--- config.mk ---
export PLATFORM = sky130hd
export DESIGN_NAME = fault_seq_ctrl
export DESIGN_NICKNAME = d
export VERILOG_FILES = /design/src/rtl/fault_seq_pkg.sv /design/src/rtl/fault_dwell_cnt.sv /design/src/rtl/fault_seq_ctrl.sv
export SDC_FILE = /design/constraint.sdc
export NUM_CORES = 1
export LEC_CHECK = 0
export BUFFER_PORTS_ARGS = -buffer_cell sky130_fd_sc_hd__buf_4
export CAP_MARGIN = 20
export CELL_PAD_IN_SITES_DETAIL_PLACEMENT = 0
export CELL_PAD_IN_SITES_GLOBAL_PLACEMENT = 2
export CORE_MARGIN = 8
export CORE_UTILIZATION = 30
export DETAILED_ROUTE_END_ITERATION = 10
export GPL_TIMING_DRIVEN = 0
export PLACE_DENSITY = 0.8
export SETUP_SLACK_MARGIN = 0.15
export SYNTH_ARGS = -nofsm -noshare
export SYNTH_HDL_FRONTEND = slang
export SYNTH_SLANG_ARGS = --single-unit
export TNS_END_PERCENT = 10
--- constraint.sdc ---
create_clock -name clk -period 2 [get_ports clk]
set_input_delay 0.1 -clock clk [delete_from_list [all_inputs] [get_ports clk]]
set_output_delay 0.1 -clock clk [all_outputs]
set_load 0.005 [all_outputs]
--- src/rtl/fault_seq_pkg.sv ---
// fault_seq_pkg: shared state encoding and sa_mask layout for the fault sequencer.
package fault_seq_pkg;
  typedef enum logic [2:0] {IDLE, GOLDEN, SA0, SA1, DONE} state_e;
  localparam int MASK_SA0 = 0;
  localparam int MASK_SA1 = 1;
  function automatic state_e first_pass(input logic [1:0] mask);
    return mask[MASK_SA0] ? SA0 : mask[MASK_SA1] ? SA1 : DONE;
  endfunction
endpackage

--- src/rtl/fault_dwell_cnt.sv ---
// fault_dwell_cnt: DWELL-modulo strobe counter; wrap marks the strobe that ends a dwell.
module fault_dwell_cnt #(
  parameter int DWELL = 1
) (
  input  logic clk,
  input  logic rst,
  input  logic inc,
  input  logic clr,
  output logic wrap
);
  localparam int W = (DWELL > 1) ? $clog2(DWELL) : 1;
  logic [W-1:0] cnt_q, cnt_d;
  assign wrap = inc && !clr && (cnt_q == W'(DWELL - 1));
  always_comb cnt_d = (clr || wrap) ? '0 : inc ? cnt_q + W'(1) : cnt_q;
  always_ff @(posedge clk or posedge rst) begin
    if (rst) cnt_q <= '0;
    else cnt_q <= cnt_d;
  end
endmodule

--- src/rtl/fault_seq_ctrl.sv ---
// fault_seq_ctrl: sequences golden, stuck-at-0 and stuck-at-1 passes over NSITES fault sites.
module fault_seq_ctrl
  import fault_seq_pkg::*;
#(
  parameter int NSITES = 10,
  parameter int DWELL = 1,
  parameter int GOLDEN_EN = 1,
  localparam int IDXW = (NSITES > 1) ? $clog2(NSITES) : 1
) (
  input  logic              clk,
  input  logic              rst,
  input  logic              start,
  input  logic              abort,
  input  logic [1:0]        sa_mask,
  input  logic              INC,
  output logic [NSITES-1:0] FEN,
  output logic              fault,
  output logic              golden,
  output logic              busy,
  output logic [IDXW-1:0]   fault_idx,
  output logic              END
);
  state_e state_q, state_d;
  logic [1:0] mask_q, mask_d;
  logic [IDXW-1:0] idx_q, idx_d;
  logic [NSITES-1:0] fen_q;
  logic fault_q, golden_q, busy_q, end_q;
  logic start_acc, running, last, wrap;
  assign start_acc = start && (state_q == IDLE || state_q == DONE);
  assign running = state_q == GOLDEN || state_q == SA0 || state_q == SA1;
  assign last = idx_q == IDXW'(NSITES - 1);
  fault_dwell_cnt #(.DWELL(DWELL)) u_dwell (
    .clk (clk),
    .rst (rst),
    .inc (INC && running && !abort),
    .clr (abort || start_acc),
    .wrap(wrap)
  );
  always_comb begin
    state_d = state_q;
    mask_d = mask_q;
    idx_d = idx_q;
    case (state_q)
      IDLE, DONE: if (start_acc) begin
        mask_d = sa_mask;
        idx_d = '0;
        state_d = (GOLDEN_EN != 0) ? GOLDEN : first_pass(sa_mask);
      end
      GOLDEN: if (wrap) state_d = first_pass(mask_q);
      SA0, SA1: if (wrap) begin
        idx_d = last ? '0 : idx_q + IDXW'(1);
        if (last) state_d = (state_q == SA0 && mask_q[MASK_SA1]) ? SA1 : DONE;
      end
      default: begin
        state_d = IDLE;
        idx_d = '0;
      end
    endcase
    if (abort) begin
      state_d = IDLE;
      idx_d = '0;
    end
  end
  // Outputs are computed from the next state so they change on the same edge as the state.
  always_ff @(posedge clk or posedge rst) begin
    if (rst) begin
      state_q <= IDLE;
      mask_q <= '0;
      idx_q <= '0;
      fen_q <= '0;
      fault_q <= 1'b0;
      golden_q <= 1'b0;
      busy_q <= 1'b0;
      end_q <= 1'b0;
    end else begin
      state_q <= state_d;
      mask_q <= mask_d;
      idx_q <= idx_d;
      fen_q <= (state_d == SA0 || state_d == SA1) ? NSITES'(1) << idx_d : '0;
      fault_q <= state_d == SA1;
      golden_q <= state_d == GOLDEN;
      busy_q <= state_d == GOLDEN || state_d == SA0 || state_d == SA1;
      end_q <= state_d == DONE;
    end
  end
  assign FEN = fen_q;
  assign fault = fault_q;
  assign golden = golden_q;
  assign busy = busy_q;
  assign fault_idx = idx_q;
  assign END = end_q;
endmodule

## Yosys cells after proc, flatten, opt, wreduce, memory -nomap -nowiden

Index checks and enable logic that the tools add are counted.
Widths: inputs -> output; s select.

| word-level totals | value |
|---|---|
| register bits after elaboration | 24 |
| bits in latches | 0 |
| bits in writable memories | 0 |
| ROM bits | 0 |
| output and inout bits | 18 |
| word-level logic and storage cells | 60 |
| memories | 0 |

| operators by class | value |
|---|---|
| add/sub/neg operators | 2 |
| $mul | 0 |
| divide/modulo/power cells | 0 |
| order comparisons | 0 |
| eq/ne operators | 9 |
| shift operators | 1 |
| muxes and demuxes | 17 |
| bitwise gates (word level) | 1 |
| reductions and logical operators | 21 |

Operators by type and width:

| operator | count |
|---|---|
| $mux 3 | 8 |
| $mux 4 | 4 |
| $eq 3x2->1 const B | 4 |
| $pmux 4 s3 | 1 |
| $mux 10 | 1 |
| $shl 1x4->10 const A | 1 |
| $pmux 3 s3 | 1 |
| $logic_or 1x1->1 | 8 |
| $eq 3x1->1 const B | 2 |
| $eq 3x3->1 const B | 2 |
| $logic_and 1x1->1 | 6 |
| $add 4x1->4 const B | 1 |
| $eq 4x4->1 const B | 1 |
| $reduce_or 2->1 | 2 |
| $logic_not 3->1 | 1 |
| $logic_not 1->1 | 2 |
| $mux 1 | 2 |
| $reduce_and 2->1 | 1 |
| $reduce_bool 2->1 | 1 |
| $add 1x1->1 const B | 1 |
| $not 1->1 | 1 |

## Depth between registers and ports, before layout

| logic depth | value |
|---|---|
| depth in word-level cells | 13 |
| mapped depth | 9 |

## Cells and area by module

A second synthesis with hierarchy kept.

| second synthesis, totals | value |
|---|---|
| cell total of the unflattened synthesis | 120 |
| area total of the unflattened synthesis | 1301.2 um^2 |

By module, submodules not included:

| module | instances | cells each | area each (um^2) | sequential area each (um^2) |
|---|---|---|---|---|
| fault_seq_ctrl | 1 | 116 | 1257.5 | 575.6 |
| fault_dwell_cnt | 1 | 4 | 43.8 | 25.0 |

## Least setup slack after synthesis

No wires, ideal clock.

| timing | value |
|---|---|
| path type | register -> register |
| from | register state_q[2] |
| to | register fen_q[2] (netlist: FEN[2]) |
| setup time | 0.095 ns |
| data arrival time | 1.987 ns |
| data required time | 1.905 ns |
| slack | -0.082 ns |
| stages on the path, launching flop included | 7 |
| buffers on the path | 1 |
| clock period less this slack | 2.082 ns |
| cells stage by stage | dfrtp_1 -> or4b_1 -> buf_2 -> a211o_1 -> a311oi_2 -> nand2_2 -> nor4b_2 |

| between the ends | value |
|---|---|
| longest elaborated chain between the ends | 13 |

Ends and longest elaborated chain:

| item | line | RTL |
|---|---|---|
| start: declaration | fault_seq_ctrl.sv:23 | `state_e state_q, state_d;` |
| start signal: assignment | fault_seq_ctrl.sv:76 | `state_q <= state_d;` |
| $eq 3x1->1 (tied with other cells) | fault_seq_ctrl.sv:30, fault_seq_ctrl.sv:43 |  |
| $logic_or 1x1->1 (on tied branches) | fault_seq_ctrl.sv:30, fault_seq_ctrl.sv:29 |  |
| $logic_or 1x1->1 or $logic_and 1x1->1 (tied branches) | fault_seq_ctrl.sv:30, fault_seq_ctrl.sv:29 |  |
| $logic_and 1x1->1 or $logic_or 1x1->1 (tied branches) | fault_seq_ctrl.sv:35, fault_seq_ctrl.sv:36 |  |
| $logic_and 1x1->1 or $logic_not 1->1 (tied branches) | fault_seq_ctrl.sv:35, fault_dwell_cnt.sv:13 |  |
| $logic_and 1x1->1 (2 in series) | fault_dwell_cnt.sv:13 | `assign wrap = inc && !clr && (cnt_q == W'(DWELL - 1));` |
| $mux 3 (on tied branches) | fault_seq_ctrl.sv:50, fault_seq_ctrl.sv:49 |  |
| $pmux 3 s3 | fault_seq_ctrl.sv:43 | `case (state_q)` |
| $mux 3 | fault_seq_ctrl.sv:59 | `if (abort) begin` |
| $eq 3x2->1 | fault_seq_ctrl.sv:79 | `fen_q <= (state_d == SA0 \|\| state_d == SA1) ? NSITES'(1) << idx_d : '0;` |
| $logic_or 1x1->1 | fault_seq_ctrl.sv:79 |  |
| $mux 10 * | fault_seq_ctrl.sv:79 |  |
| end signal: assignment | fault_seq_ctrl.sv:79 |  |
| end: declaration | fault_seq_ctrl.sv:26 | `logic [NSITES-1:0] fen_q;` |

Mark *: on every way between the ends. The rest lies on a longest branch, timed or not.
A chain may end at the register's enable or synchronous reset.

## Worst setup path in the final report

| timing | value |
|---|---|
| from | register state_q[2] |
| to | register fen_q[6] (netlist: FEN[6]) |

The elaborated chain is that of the path after synthesis.

==> out/results.tsv <==
metric	value	unit
status	finished, violations left	
violations	negative setup slack	
core_region_area	3910	um^2
finalMaxSlewViolations	0	
reg2reg_from	state_q[2]	
r2r-end	FEN[6]	
rows	23	
setup_viol	13	
layout_setup_ws	-0.211	ns
synth-async-reset-ratio	100	%
synth_top_flop_cell	dfrtp_1	
rsz0062_at_grt	yes	
reg2reg_setup_slack	-0.21	ns
drt-total-wl	2850	um
setup_tns	-1.57	ns
critPathLaunchType	register	
vias	941	
max_stage_delay	0.55	ns
ys_ff_latch	24	
cp_max_fo	6	
grt_overflow	0	
p_leak	0.692	nW
netlist_instances	113	
n_fill_cell	426	
nets	151	
crit_arrival	2.38	ns
critical_path.top_delay_family	simple AND/OR/NAND/NOR gates	
place_congestion	0.754	
antenna_found_initial	0	
ys_seq_area_share	50.5	%
die_h	78.9	um
fmax	452	MHz
clockBufferDepth	2	
synth_edf_count	0	
syn_area	1190	um^2
drv_cap	0	
dr.pass1.iters	4	
clk_pin_slew	0.08	ns
start_util	30.4	%
die_w	78.9	um
drt-initial-drc-count	111	
dp_hpwl	2140	um
finalHoldViolCount	0	
final_area	1520	um^2
min_period	2.21	ns
post-route-util	38.7	%
cts.sinks	24	
fin_skew	0.00147	ns
vias_per_cell	4.95	
critPathBufInv	1	
vdd_drop_max	0.000298	V
slowest_stage	or4b_1	
insertion_delay	0.26	ns
mostFrequentLayoutCell	buf_4	
dieArea	6230	um^2
grt_pass1_wl	4970	um
syn2layout_area_growth	27.5	%
syn_area_per_cell	10.5	um^2
crit_chain	or4b_1 -> buf_6 -> a211o_1 -> a311oi_4 -> nand2b_2 -> nor4b_2	
reg2reg_depth	6	
cts_buffers	3	
grt_max_degree	25	
antenna_cells	0	
drive_gt1_share	36.4	%
post_drt_wl_per_cell	15.0	um
tightest_slew	0.901	ns
min_path_type	in -> async	
slew_headroom	39.9	%
cellPowerDensity	611	nW/um^2
cts-root-buf	clkbuf_8	
cts_hold_buf	0	
grt_pass1_vias	1041	
ant_nets	0	
io_buffers	24	
cts_max_level	1	
worstSetupPathType	reg -> reg	
drcViolationCount	0	
synth_nets	122	
place_area	1440	um^2
required	2.17	ns
ys_types	36	
postCtsSetupBuffers	0	
grt_util_all_layers	9.96	%
crit_path_end_kind	register	
tritoncts	yes	
layout_common_cells	buf_4 (25), dfrtp_1 (24), nor2_1 (14), nand3_1 (6)	
fin_crit_sh	111	%
yosys_warnings	0	
pin_count	25	
==> repair_timing <==
action,CTS,global route
endpoints found under the hold margin,0,0
pin swaps,2,0
gates resized for setup,6,2
setup endpoints to repair,19,19
gates cloned,0,0
==> metal layers <==
metal,GRT usage [%],part of all wire (%),vias to the layer above
met5,0,0,-
met4,3.33,1.2,0
met3,3.39,8.1,5
met2,16.3,47,32
met1,11.9,44,444
li1,-,-,460
==> Yosys cell counts, types with 2 or more instances <==
master,instances,share of area [%]
dfrtp_1,24,51
nor2_1,14,4.4
nand3_1,6,2.5
a21oi_1,5,2.1
nor2b_1,5,2.6
nor3_1,5,2.1
inv_1,4,1.3
mux2_2,4,3.8
nor4_1,4,2.1
o21ai_0,4,1.7
nand2b_1,3,1.6
nor4b_1,3,2.2
or3b_2,3,2.2
a311oi_2,2,2.5
and3_1,2,1.1
clkbuf_1,2,0.63
ha_1,2,2.1
nand2_1,2,0.63
nor4b_2,2,2.5
==> cell families after synthesis <==
logic type | share of synthesized area [%]
buffers and inverters | 3.89
DFF | 50.5
adders and majority gates | 2.10
AOI/OAI and AO/OA | 11.1
muxes | 3.79
and+or+nand+nor | 28.6
==> flip-flops by register name, indices dropped and copies added (netlist names) <==
name	count
u_dwell.cnt_q	1
FEN	10
mask_q	2
fault_idx	4
busy	1
state_q	3
fault	1
END	1
golden	1
==> per-stage QoR <==
| stage | cells | hold WS [ns] | setup slack (ns) | total power [mW] |
|---|---|---|---|---|
| finish | 190 | 0.0281 | -0.211 | 0.926 |
| floorplan | 113 | 0.115 | -0.0172 | 0.607 |
| CTS | 190 | 0.0199 | -0.217 | 0.940 |
| global placement | 187 | 0.291 | -0.420 | 0.651 |
| detailed placement | 187 | 0.299 | -0.405 | 0.653 |
| global route | 190 | 0.0288 | -0.312 | 0.984 |
==> report_power, final <==
group / switching (mW) / internal [mW]
combinational: 0.0759 / 0.0580
clock: 0.144 / 0.135
sequential: 0.0122 / 0.502
total: 0.232 / 0.694
==> how the worst max path moves through the flow <==
stage | start | endpoint | slack [ns] | cells after the start
after floorplan | state_q[2] | FEN[6] | -0.02 | 6
after global placement | state_q[2] | FEN[2] | -0.42 | 5
after detailed placement | state_q[2] | FEN[1] | -0.40 | 7
after CTS | state_q[2] | FEN[6] | -0.22 | 6
after global routing | state_q[2] | FEN[3] | -0.31 | 6
final | state_q[2] | FEN[6] | -0.21 | 6
==> layout make-up <==
cell class                      count  area [um^2]  share of cell area, %
Multi-Input combinational cell     80          577                   38.1
Inverter                            4         15.0                  0.991
Tap cell                           50         62.6                   4.13
Clock buffer                        3         41.3                   2.73
Sequential cell                    24          601                   39.6
Buffer                              5         38.8                   2.56
Timing Repair Buffer               24          180                   11.9
Note: power is estimated with default switching activity, not from simulation.
